--- src/rtl/pc_gen.sv ---
// Program-counter generator with prioritised redirects and a circular return-address stack.
// Misaligned redirect targets are forced onto the alignment grid and flagged for one cycle.
`timescale 1ns/1ps
module pc_gen #(
    parameter int               WIDTH     = 32,
    parameter logic [WIDTH-1:0] RESET_PC  = 'h0000_3000,
    parameter int               RAS_DEPTH = 4,
    parameter int               ALIGN     = 2
) (
    input  logic             clk,
    input  logic             rst,
    input  logic             stall,
    input  logic             br_taken,
    input  logic             jalr,
    input  logic             ret,
    input  logic             call,
    input  logic [WIDTH-1:0] imm,
    input  logic [WIDTH-1:0] base,
    output logic [WIDTH-1:0] pc,
    output logic [WIDTH-1:0] pc_plus4,
    output logic             misalign,
    output logic             ras_empty,
    output logic             ras_full
);
    localparam int               PTR_W    = $clog2(RAS_DEPTH);
    localparam int               CNT_W    = PTR_W + 1;
    localparam logic [WIDTH-1:0] LOW_MASK = (WIDTH'(1) << ALIGN) - WIDTH'(1);
    localparam logic [CNT_W-1:0] CNT_MAX  = CNT_W'(RAS_DEPTH);

    logic [WIDTH-1:0] pc_q, pc_d;
    logic             misalign_q, misalign_d;
    logic [PTR_W-1:0] top_q, top_d, topAfterPop;
    logic [CNT_W-1:0] cnt_q, cnt_d, cntAfterPop;
    logic [WIDTH-1:0] rasMem [RAS_DEPTH];
    logic [WIDTH-1:0] rawTarget;
    logic             redirect;
    logic             popEn;

    assign pc        = pc_q;
    assign pc_plus4  = pc_q + WIDTH'(4);
    assign misalign  = misalign_q;
    assign ras_empty = (cnt_q == '0);
    assign ras_full  = (cnt_q == CNT_MAX);

    // A ret pops whenever the stack has an entry, even if jalr/br_taken wins the target,
    // so the stack stays in step with the return instructions actually executed.
    always_comb begin
        rawTarget = pc_plus4;
        redirect  = 1'b0;
        popEn     = ret && !ras_empty;
        if (jalr) begin
            rawTarget = (base + imm) & ~WIDTH'(1);
            redirect  = 1'b1;
        end else if (br_taken) begin
            rawTarget = pc_q + imm;
            redirect  = 1'b1;
        end else if (popEn) begin
            rawTarget = rasMem[top_q];
            redirect  = 1'b1;
        end
        pc_d       = rawTarget & ~LOW_MASK;
        misalign_d = redirect && ((rawTarget & LOW_MASK) != '0);

        // Pop happens before push; a push onto a full stack wraps onto the oldest slot.
        topAfterPop = popEn ? top_q - PTR_W'(1) : top_q;
        cntAfterPop = popEn ? cnt_q - CNT_W'(1) : cnt_q;
        top_d       = topAfterPop;
        cnt_d       = cntAfterPop;
        if (call) begin
            top_d = topAfterPop + PTR_W'(1);
            cnt_d = (cntAfterPop == CNT_MAX) ? CNT_MAX : cntAfterPop + CNT_W'(1);
        end
    end

    always_ff @(posedge clk) begin
        if (rst) begin
            pc_q       <= RESET_PC;
            misalign_q <= 1'b0;
            top_q      <= '0;
            cnt_q      <= '0;
        end else if (!stall) begin
            pc_q       <= pc_d;
            misalign_q <= misalign_d;
            top_q      <= top_d;
            cnt_q      <= cnt_d;
        end
    end

    // Entry contents need no reset: they are unreachable while the count is zero.
    always_ff @(posedge clk) begin
        if (!rst && !stall && call) begin
            rasMem[top_d] <= pc_plus4;
        end
    end
endmodule
--- config.mk ---
export PLATFORM = sky130hd
export DESIGN_NAME = pc_gen
export DESIGN_NICKNAME = d
export VERILOG_FILES = /design/src/rtl/pc_gen.sv
export SDC_FILE = /design/constraint.sdc
export NUM_CORES = 1
export LEC_CHECK = 0
export BUFFER_PORTS_ARGS = -buffer_cell sky130_fd_sc_hd__buf_2
export CAP_MARGIN = 10
export CORE_MARGIN = 5
export CORE_UTILIZATION = 55
export DETAILED_ROUTE_END_ITERATION = 7
export HOLD_SLACK_MARGIN = 0.12
export PLACE_DENSITY_LB_ADDON = 0.08
export SYNTH_ARGS = -nofsm -noshare
export SYNTH_HDL_FRONTEND = slang
export SYNTH_SLANG_ARGS = --single-unit
--- constraint.sdc ---
create_clock -name clk -period 7.45 [get_ports clk]
set_input_delay 1.1175 -clock clk [delete_from_list [all_inputs] [get_ports clk]]
set_output_delay 1.1175 -clock clk [all_outputs]
set_load 0.1 [all_outputs]
==> impl_metrics.yaml <==
outcome:
  status: "complete, no violations"
cells_and_area:
  drive_gt1_share_pct: 20.6
  nets: 1269
  nFillCells: 1529
  final_cell_area_mm2: 0.0119
  n_antenna_cell: 0
  regArea_mm2: 0.00437
  final_common_cell: "buf_2"
  multi_input_area_mm2: 0.00579
  layout_common_cells: "buf_2, edfxtp_1, nand2_1, nor2_1, a21oi_1"
  area_growth_pct: 13.9
clock_tree:
  cts_tree: "done"
  clockBufferDepth: 2
  cts_setup_buffers: 0
  clockRootBuffer: "clkbuf_16"
  cts_hold_buf: 0
  cts_htree_levels: 4
  ctsResizeCount: 0
  cts_made_buffers: 17
  insertion_delay_ns: 0.42
  clk_pin_slew_ns: 0.06
  cts.sinks: 158
timing:
  worst_pin_slew_ns: 0.955
  final_hold_viol_count: 0
  worst_slack_ns: 3.12
  setup-tns-final_ns: 0
  slew_headroom_pct: 35.8
  setup_violations: 0
  fin_crit_ns: 4.33
  timing.fmax_mhz: 231
  fin_crit_sh_pct: 58.1
  skew_ns: 0.0110
  rsz0062_at_grt: "no"
  slew_violations: 0
placement:
  portBuffers: 133
  hpwl_mm: 21.7
  dpl_cell_area_mm2: 0.0113
  place_congestion: 0.945
  preCtsSetupSlack_ns: 3.41
floorplanning:
  io_pins: 138
  row_count: 50
  initial_core_util_pct: 56.0
  chipHeight_um: 148
  fp.coreArea_mm2: 0.0187
  die_w_um: 148
  die_area_mm2: 0.0219
min_path:
  min_from: "cnt_q[0]$_SDFFE_PP0N_"
  hold_end: "cnt_q[0]$_SDFFE_PP0N_"
  holdPathStages: 2
  hold_path.class: "reg -> reg"
route:
  num_vias: 8680
  postRouteWirelength_mm: 29.5
  postRouteAntennaNets: 0
  routedWlPerCell_um: 21.4
  drtIter0Drc: 897
  route.detailed.drc: 0
  via_per_inst: 6.30
  dr.pass1.iters: 5
global_route:
  grt_max_degree: 43
  antenna_found_initial: 1
  grt_pass1_wl_mm: 45.5
  grt_pass1_vias: 8053
  grt_use_total_pct: 26.8
  overflow: 0
synth:
  syn_area_mm2: 0.0105
  synth-seq-cells: 158
  synth.avg_cell_area_um2: 10.3
  ys_seq_area_share_pct: 41.7
  yosys_warnings: 0
  ys.flop_type: "edfxtp_1"
  synth_cell_types: 84
  synth-edff-count: 120
  netlist_instances: 1020
  async_flop_share_pct: 0
power_and_ir_drop:
  p_leak_nw: 4.80
  ir_worst_vdd_mv: 0.162
  p_per_area_mw_per_mm2: 244
worst_setup_path:
  crit_required_ns: 6.33
  r2r_start: "pc[2]$_SDFFE_PP0N_"
  r2r_cells: 10
  worstPathMaxFanout: 7
  startpoint_type: "flop"
  arrival_ns: 3.21
  r2r_end: "pc[20]$_SDFFE_PP0N_"
  endpoint_kind: "primary output"
  reg2reg_slack_ns: 4.35
  critical_path_class: "reg -> out"
flow_run:
  maxCapViolCount: 0
-- sequential cells by signal (all words and copies together), names as in the netlist, named ones only --
signal and flops:
cnt_q 3, rasMem 120, top_q 2, misalign 1, pc 30
-- area by class of cell --
cell class | instances | area share, %
Inverter | 25 | 0.787
Multi-Input combinational cell | 787 | 48.6
Clock buffer | 18 | 3.60
Tap cell | 234 | 2.45
Sequential cell | 158 | 36.6
Timing Repair Buffer | 143 | 6.21
Clock inverter | 13 | 1.79
-- through the flow --
step           power [mW]  util [%]  hold WS [ns]  cells
2_1_floorplan        1.76         -         0.450   1023
3_3_place_gp         1.96      60.3         0.460   1347
3_5_place_dp         1.97      60.3         0.472   1347
4_1_cts              2.91      63.8         0.481   1378
5_1_grt              3.02      63.8         0.526   1378
6_report             2.90      63.8         0.473   1378
-- worst max-delay path by stage --
stage                       startpoint                       to
detailed placement              imm[0]      pc[28]$_SDFFE_PP0N_
CTS                 pc[3]$_SDFFE_PP0N_             pc_plus4[20]
global route        pc[3]$_SDFFE_PP0N_             pc_plus4[20]
floorplan                          ret  rasMem[3][10]$_DFFE_PP_
finish              pc[3]$_SDFFE_PP0N_             pc_plus4[20]
global placement                imm[0]      pc[28]$_SDFFE_PP0N_
-- per-layer routing --
metal / global-route usage [%] / part of all wire [%] / vias up
met5: 0 / 0.041 / -
met4: 5.82 / 1.5 / 2
met3: 5.89 / 8.2 / 39
met2: 38.6 / 43 / 369
met1: 41.6 / 47 / 4143
li1: - / - / 4127
-- where the power goes --
group / internal [mW] / leakage (nW) / switching, mW / total [mW]
Combinational: 0.270 / 3.08 / 0.648 / 0.918
Clock: 0.595 / 0.307 / 0.349 / 0.943
Sequential: 0.993 / 1.41 / 0.0500 / 1.04
Total: 1.86 / 4.80 / 1.05 / 2.90
-- synth_stat cells, drive strengths merged (32+ instances only) --
library cell,instances,area share (%)
nand2,90,3.2
a21o,34,2.5
nand3,32,1.5
a21oi,69,3.3
xnor2,46,3.8
clkbuf,36,1.4
o21ai,51,2.4
nor3,34,1.6
edfxtp,120,34
ha,64,7.6
dfxtp,38,7.3
nor2,78,2.8
-- kinds of logic (layout without fill, tap and decap cells) --
kind of cell / count (synthesis) / count (layout) / share of synthesized area [%]
flops: 158 / 158 / 41.7
compound gates: 275 / 275 / 17.8
other cells: 1 / 4 / 0.0358
mux: 51 / 51 / 8.57
simple gates: 319 / 319 / 14.5
buf+inv: 78 / 199 / 3.27
fa+ha+maj: 66 / 66 / 8.03
xor+xnor: 72 / 72 / 6.02
-- worst max-delay path: stages (launching register included) --
cell and delay, ns:
dfxtp_1 0.50, ha_1 0.27, nand4_1 0.17, nor2_1 0.46
nand3_1 0.22, nor2_1 0.16, xor2_1 0.46, buf_2 0.53
Power figures use the tool's default switching activity.
